[src/rtl/sram_a_window_reader.sv]
`default_nettype none
// ============================================================================
// Module      : sram_a_window_reader
// Description : Scans a 28x28 frame held in four group-A SRAM banks as 169
//               overlapping 4x4-pixel windows, behind a 2-entry output FIFO.
// Revision    : 1.0 - initial release
// ============================================================================
module sram_a_window_reader #(
    parameter int CH_NUM       = 4,
    parameter int ACT_PER_ADDR = 4,
    parameter int BW_PER_ACT   = 8
) (
    input  logic                                    clk,
    input  logic                                    rst_n,
    input  logic                                    start,
    input  logic [CH_NUM*ACT_PER_ADDR*BW_PER_ACT-1:0] sram_rdata_a0,
    input  logic [CH_NUM*ACT_PER_ADDR*BW_PER_ACT-1:0] sram_rdata_a1,
    input  logic [CH_NUM*ACT_PER_ADDR*BW_PER_ACT-1:0] sram_rdata_a2,
    input  logic [CH_NUM*ACT_PER_ADDR*BW_PER_ACT-1:0] sram_rdata_a3,
    output logic [5:0]                              sram_raddr_a0,
    output logic [5:0]                              sram_raddr_a1,
    output logic [5:0]                              sram_raddr_a2,
    output logic [5:0]                              sram_raddr_a3,
    input  logic                                    win_ready,
    output logic                                    win_valid,
    output logic [CH_NUM*16*BW_PER_ACT-1:0]         win_data,
    output logic [3:0]                              win_row,
    output logic [3:0]                              win_col,
    output logic                                    busy,
    output logic                                    done
);

    localparam int C_WORD_W = CH_NUM * ACT_PER_ADDR * BW_PER_ACT;
    localparam int C_WIN_W  = CH_NUM * 16 * BW_PER_ACT;

    localparam logic [1:0] S_IDLE  = 2'd0;
    localparam logic [1:0] S_RUN   = 2'd1;
    localparam logic [1:0] S_DRAIN = 2'd2;
    localparam logic [1:0] S_DONE  = 2'd3;

    localparam logic [3:0] C_LAST = 4'd12;

    logic [1:0]         state_q, state_d;
    logic [3:0]         row_q, row_d;
    logic [3:0]         col_q, col_d;
    logic               rd_vld_q;
    logic [3:0]         rd_row_q, rd_col_q;
    logic [C_WIN_W-1:0] fifo_data_q [2];
    logic [3:0]         fifo_row_q  [2];
    logic [3:0]         fifo_col_q  [2];
    logic               wr_ptr_q, rd_ptr_q;
    logic [1:0]         count_q;
    logic [5:0]         raddr_q [4];

    logic [5:0]          w_addr [4];
    logic [C_WORD_W-1:0] w_bank [4];
    logic [C_WIN_W-1:0]  w_win;
    logic [1:0]          w_sel;
    logic                w_pop, w_push, w_issue, w_last;

    assign w_bank[0] = sram_rdata_a0;
    assign w_bank[1] = sram_rdata_a1;
    assign w_bank[2] = sram_rdata_a2;
    assign w_bank[3] = sram_rdata_a3;

    assign w_pop  = (count_q != 2'd0) && win_ready;
    assign w_push = rd_vld_q;
    assign w_last = (row_q == C_LAST) && (col_q == C_LAST);

    // A read is safe when the FIFO can still hold it after everything ahead of it lands.
    assign w_issue = (state_q == S_RUN) &&
                     (({1'b0, count_q} + {2'b00, rd_vld_q} - {2'b00, w_pop}) < 3'd2);

    // Bank b holds the window block whose row/col parities match b's bits.
    function automatic logic [5:0] f_bank_addr(input logic [3:0] br, input logic [3:0] bc,
                                               input logic [1:0] bank);
        logic [3:0] r;
        logic [3:0] c;
        r = br + {3'b000, bank[1] ^ br[0]};
        c = bc + {3'b000, bank[0] ^ bc[0]};
        return ({3'b000, r[3:1]} * 6'd7) + {3'b000, c[3:1]};
    endfunction

    always_comb begin
        for (int b = 0; b < 4; b++) begin
            w_addr[b] = w_issue ? f_bank_addr(row_q, col_q, 2'(b)) : raddr_q[b];
        end
    end

    assign sram_raddr_a0 = w_addr[0];
    assign sram_raddr_a1 = w_addr[1];
    assign sram_raddr_a2 = w_addr[2];
    assign sram_raddr_a3 = w_addr[3];

    always_comb begin
        w_win = '0;
        w_sel = '0;
        for (int y = 0; y < 4; y++) begin
            for (int x = 0; x < 4; x++) begin
                w_sel = {rd_row_q[0] ^ (y >= 2), rd_col_q[0] ^ (x >= 2)};
                for (int ch = 0; ch < CH_NUM; ch++) begin
                    w_win[(ch*16 + y*4 + x)*BW_PER_ACT +: BW_PER_ACT] =
                        w_bank[w_sel][(ch*ACT_PER_ADDR + 2*(y%2) + (x%2))*BW_PER_ACT +: BW_PER_ACT];
                end
            end
        end
    end

    always_comb begin
        state_d = state_q;
        row_d   = row_q;
        col_d   = col_q;
        case (state_q)
            S_IDLE: begin
                if (start) begin
                    state_d = S_RUN;
                    row_d   = 4'd0;
                    col_d   = 4'd0;
                end
            end
            S_RUN: begin
                if (w_issue) begin
                    if (w_last) begin
                        state_d = S_DRAIN;
                    end
                    if (col_q == C_LAST) begin
                        col_d = 4'd0;
                        row_d = row_q + 4'd1;
                    end else begin
                        col_d = col_q + 4'd1;
                    end
                end
            end
            S_DRAIN: begin
                // Done once the last entry leaves this cycle and nothing is still returning.
                if (!rd_vld_q && (count_q == {1'b0, w_pop})) begin
                    state_d = S_DONE;
                end
            end
            S_DONE:  state_d = S_IDLE;
            default: state_d = S_IDLE;
        endcase
    end

    always_ff @(posedge clk or negedge rst_n) begin
        if (!rst_n) begin
            state_q  <= S_IDLE;
            row_q    <= 4'd0;
            col_q    <= 4'd0;
            rd_vld_q <= 1'b0;
            rd_row_q <= 4'd0;
            rd_col_q <= 4'd0;
            wr_ptr_q <= 1'b0;
            rd_ptr_q <= 1'b0;
            count_q  <= 2'd0;
            for (int i = 0; i < 2; i++) begin
                fifo_data_q[i] <= '0;
                fifo_row_q[i]  <= 4'd0;
                fifo_col_q[i]  <= 4'd0;
            end
            for (int b = 0; b < 4; b++) begin
                raddr_q[b] <= 6'd0;
            end
        end else begin
            state_q  <= state_d;
            row_q    <= row_d;
            col_q    <= col_d;
            rd_vld_q <= w_issue;
            if (w_issue) begin
                rd_row_q <= row_q;
                rd_col_q <= col_q;
            end
            for (int b = 0; b < 4; b++) begin
                raddr_q[b] <= w_addr[b];
            end
            if (w_push) begin
                fifo_data_q[wr_ptr_q] <= w_win;
                fifo_row_q[wr_ptr_q]  <= rd_row_q;
                fifo_col_q[wr_ptr_q]  <= rd_col_q;
                wr_ptr_q              <= ~wr_ptr_q;
            end
            if (w_pop) begin
                rd_ptr_q <= ~rd_ptr_q;
            end
            count_q <= count_q + {1'b0, w_push} - {1'b0, w_pop};
        end
    end

    assign win_valid = (count_q != 2'd0);
    assign win_data  = fifo_data_q[rd_ptr_q];
    assign win_row   = fifo_row_q[rd_ptr_q];
    assign win_col   = fifo_col_q[rd_ptr_q];
    assign busy      = (state_q == S_RUN) || (state_q == S_DRAIN);
    assign done      = (state_q == S_DONE);

endmodule
`default_nettype wire
[config.mk]
export PLATFORM = sky130hd
export DESIGN_NAME = sram_a_window_reader
export DESIGN_NICKNAME = d
export VERILOG_FILES = /design/src/rtl/sram_a_window_reader.sv
export SDC_FILE = /design/constraint.sdc
export NUM_CORES = 2
export LEC_CHECK = 0
export BUFFER_PORTS_ARGS = -buffer_cell sky130_fd_sc_hd__buf_2
export CAP_MARGIN = 15
export CORE_AREA = 2 2 409 411
export DETAILED_ROUTE_END_ITERATION = 16
export DIE_AREA = 0 0 411 413
export PLACE_DENSITY = 0.64
export SYNTH_ARGS = -nofsm -noshare
export SYNTH_HDL_FRONTEND = slang
export SYNTH_SLANG_ARGS = --single-unit
[constraint.sdc]
create_clock -name clk -period 3.4 [get_ports clk]
set_clock_uncertainty 0.2 [all_clocks]
set_input_delay 0 -clock clk [delete_from_list [all_inputs] [get_ports clk]]
set_output_delay 0 -clock clk [all_outputs]
set_load 0.01 [all_outputs]
==> reports/results.ini <==
[outcome]
outcome = finished, violations left
violations = setup timing

[setup_path]
reg2reg_slack_ns = -0.08
r2r-start = count_q[1]
cp_max_fo = 5
regToRegEndpoint = raddr_q[19]
max_stage_delay_ns = 0.48
critical_path_required_ns = 3.20
path_cells = ha_4 -> xor2_4 -> and2_4 -> nor2_4 -> ha_4 -> ha_4 -> fa_2 -> nand2b_1 -> mux2i_2 -> or3_4 -> xor2_2 -> o21ai_2 -> buf_2
arrival_ns = 3.84
crit_path_start_kind = register
cpMostUsedCell = ha_4
r2r_cells = 19
cp-end-kind = primary output
crit_type = reg2out
slowest_stage = dfrtp_2

[synth]
synth_edf_count = 0
syn_area_per_cell_um2 = 9.45
ys_ff_latch = 1087
post-synth-top-area-fraction = 0.487
synth.distinct_cells = 43
netlist_area_mm2 = 0.0559
ys_top_cells_by_count = 1606 x nand2_1, 1517 x o21ai_1, 1087 x dfrtp_1
synthFlopType = dfrtp_1
async_flop_share = 1.00
postSynthCellCount = 5917
synth_most_common_cell = nand2_1
ys_warn_count = 0
yosysTopAreaCell = dfrtp_1
synthesis.nets = 6473
yosys-top-cells-area = dfrtp_1 49%, mux2_2 15%, o21ai_1 14%
ys_seq_area_frac = 0.487

[hold_path]
hold_path_end = fifo_data_q[854]
hp-start = sram_rdata_a1[70]
min_path_type = in2reg
whs_path_depth = 5

[layout]
syn_to_final_growth_pct = 43.2
fillCellCount = 14700
seq_area_mm2 = 0.0272
layoutNonFillerInstCount = 10200
drive_above_1_share = 0.291
multi_input_area_mm2 = 0.0272
fin_util = 0.482
nNetsFinal = 8456
finish.instance_area_mm2 = 0.0800

[sta]
hold_viol = 0
slew_viol_final = 0
fmax_mhz = 247
setup_viol = 25
maxSlewHeadroom = 0.190
fin_crit_sh = 1.19
post-route-min-period_ns = 4.04
tns_ns = -6.52
worst_pin_slew_ns = 1.21
finalWorstSetupSlack_ns = -0.641
rsz0062_at_grt = yes

[floorplan]
die-area_mm2 = 0.170
row_count = 150
io_pins = 1063
die_x_um = 411
die_h_um = 413
start_util = 0.337
design.core.area_mm2 = 0.166

[power]
clockPowerShare = 0.166
pwr-share-seq = 0.275
p_sw_frac = 0.434
switchingPower_w = 0.0359
p_per_area_mw_per_mm2 = 1030
intPower_w = 0.0467
max-vdd-ir-drop_mv = 1.03
power_leakage_nw = 36.7
pwr-share-comb = 0.559

[placed_design]
io_buffers = 1062
numPlacedInstances = 8887
hpwlAfterDp_mm = 155
placed_area_mm2 = 0.0640
routabilityCongestion = 0.933

[global_route]
grt-ovfl-total = 0
antenna_found_initial = 23
grt_pass1_vias = 53400
grt_usage = 0.256
grt_max_degree = 193
grt_pass1_wl_mm = 332

[clock_tree]
insertion_delay_ns = 0.75
cts_buffers = 121
htreeDepth = 3
tritoncts = built
clock_path_buffers = 3
cts-root-buf = clkbuf_16
clock_sinks = 1087
clk_pin_slew_ns = 0.06

[routing]
route.met3.wl_mm = 17.5
drc = 0
drt-initial-drc-count = 4319
wl_per_cell_um = 22.3
wl_mm = 228
met1_length_mm = 88.2
wl_met2_mm = 103
postRouteAntennaNets = 0
maxUsedRoutingLayer = met5
avgViaCountPerCell = 5.21
vias = 53200
firstDrtPassIters = 8

[run]
max_cap_viol_count = 0

## worst max path at each step
stage	from	endpoint	slack, ns	cells past startpoint
floorplan	row_q[1]	raddr_q[22]	0.04	12
global placement	row_q[1]	sram_raddr_a0[4]	0.06	13
detailed placement	row_q[1]	sram_raddr_a0[4]	0.01	13
CTS	row_q[1]	sram_raddr_a0[4]	-0.63	13
global route	row_q[1]	sram_raddr_a0[5]	-0.79	13
finish	row_q[1]	sram_raddr_a0[4]	-0.64	13
## area by class of cell
class	instances	share of cell area
well taps	2204	0.0345
clock buffers	172	0.0438
repair inverters	1	0.000141
diodes	20	0.000625
clock inverters	45	0.00821
flip-flops and latches	1087	0.340
inverters	22	0.00145
repair buffers	2322	0.231
multi-input cells	4345	0.340
## cells by family after synthesis
logic type | share of synthesized area
buffers and inverters | 0.0388
flip-flops | 0.487
adder cells (fa/ha/maj) | 0.0102
AND/OR/NAND/NOR | 0.111
AO/OA/AOI/OAI | 0.144
XOR/XNOR | 0.00390
multiplexers | 0.206
## metrics by stage
stage                     power, W  hold slack, ns  worst slack [ns]
after floorplan             0.0458          -0.496            0.0371
after global placement      0.0614          -0.121            0.0632
after detailed placement    0.0624          -0.122            0.0149
after CTS                   0.0818         0.00106            -0.628
after global routing        0.0875          0.0645            -0.787
final                       0.0826          0.0786            -0.641
## state kept, by name, indices dropped and copies added (netlist names), 4 cells and up
| register | count |
|---|---|
| fifo_col_q | 8 |
| fifo_data_q | 1024 |
| row_q | 4 |
| rd_row_q | 4 |
| raddr_q | 24 |
| rd_col_q | 4 |
| col_q | 4 |
| fifo_row_q | 8 |
## power by group through the flow
stage                     clock network [W]  registers [W]  logic (W)
after floorplan                           0         0.0217     0.0242
after global placement                    0         0.0223     0.0391
after detailed placement                  0         0.0227     0.0397
after CTS                            0.0140         0.0226     0.0453
after global routing                 0.0145         0.0235     0.0495
final                                0.0137         0.0227     0.0462
## critical path: cells and delay by family (launching register included)
kind,cells,cell delay (ns)
flip-flops,1,0.48
AO/OA/AOI/OAI,1,0.19
AND/OR/NAND/NOR,4,0.81
multiplexers,1,0.10
adder cells (fa/ha/maj),4,1.02
XOR/XNOR,2,0.35
buffers and inverters,1,0.17
## per-layer routing
layer / vias up / global-route usage
li1: 24400 / -
met1: 25700 / 0.309
met2: 2324 / 0.406
met3: 778 / 0.0598
met4: 4 / 0.179
met5: - / 0
## layout by cell type, fill, tap and decap left out, types with 24 or more instances in the layout
| master | instances |
|---|---|
| clkbuf_16 | 126 |
| nand2_1 | 1572 |
| clkbuf_8 | 24 |
| buf_12 | 62 |
| clkbuf_1 | 25 |
| mux2_1 | 70 |
| o21ai_0 | 50 |
| mux2_2 | 721 |
| buf_6 | 31 |
| mux2i_1 | 257 |
| dfrtp_1 | 1083 |
| nand2_4 | 28 |
| buf_2 | 1049 |
| buf_4 | 147 |
| o21ai_1 | 1502 |
| dlygate4sd3_1 | 1019 |
## timing repair
| item | CTS | global route |
|---|---|---|
| setup endpoints to repair | 24 | 45 |
| pin swaps | 55 | 35 |
| hold buffers | 1020 | 0 |
| gates resized for setup | 139 | 64 |
| endpoints found under the hold margin | 2124 | 0 |
| setup buffers | 57 | 17 |
| gates cloned | 10 | 3 |
No activity file was read; power rests on OpenSTA's default activity.
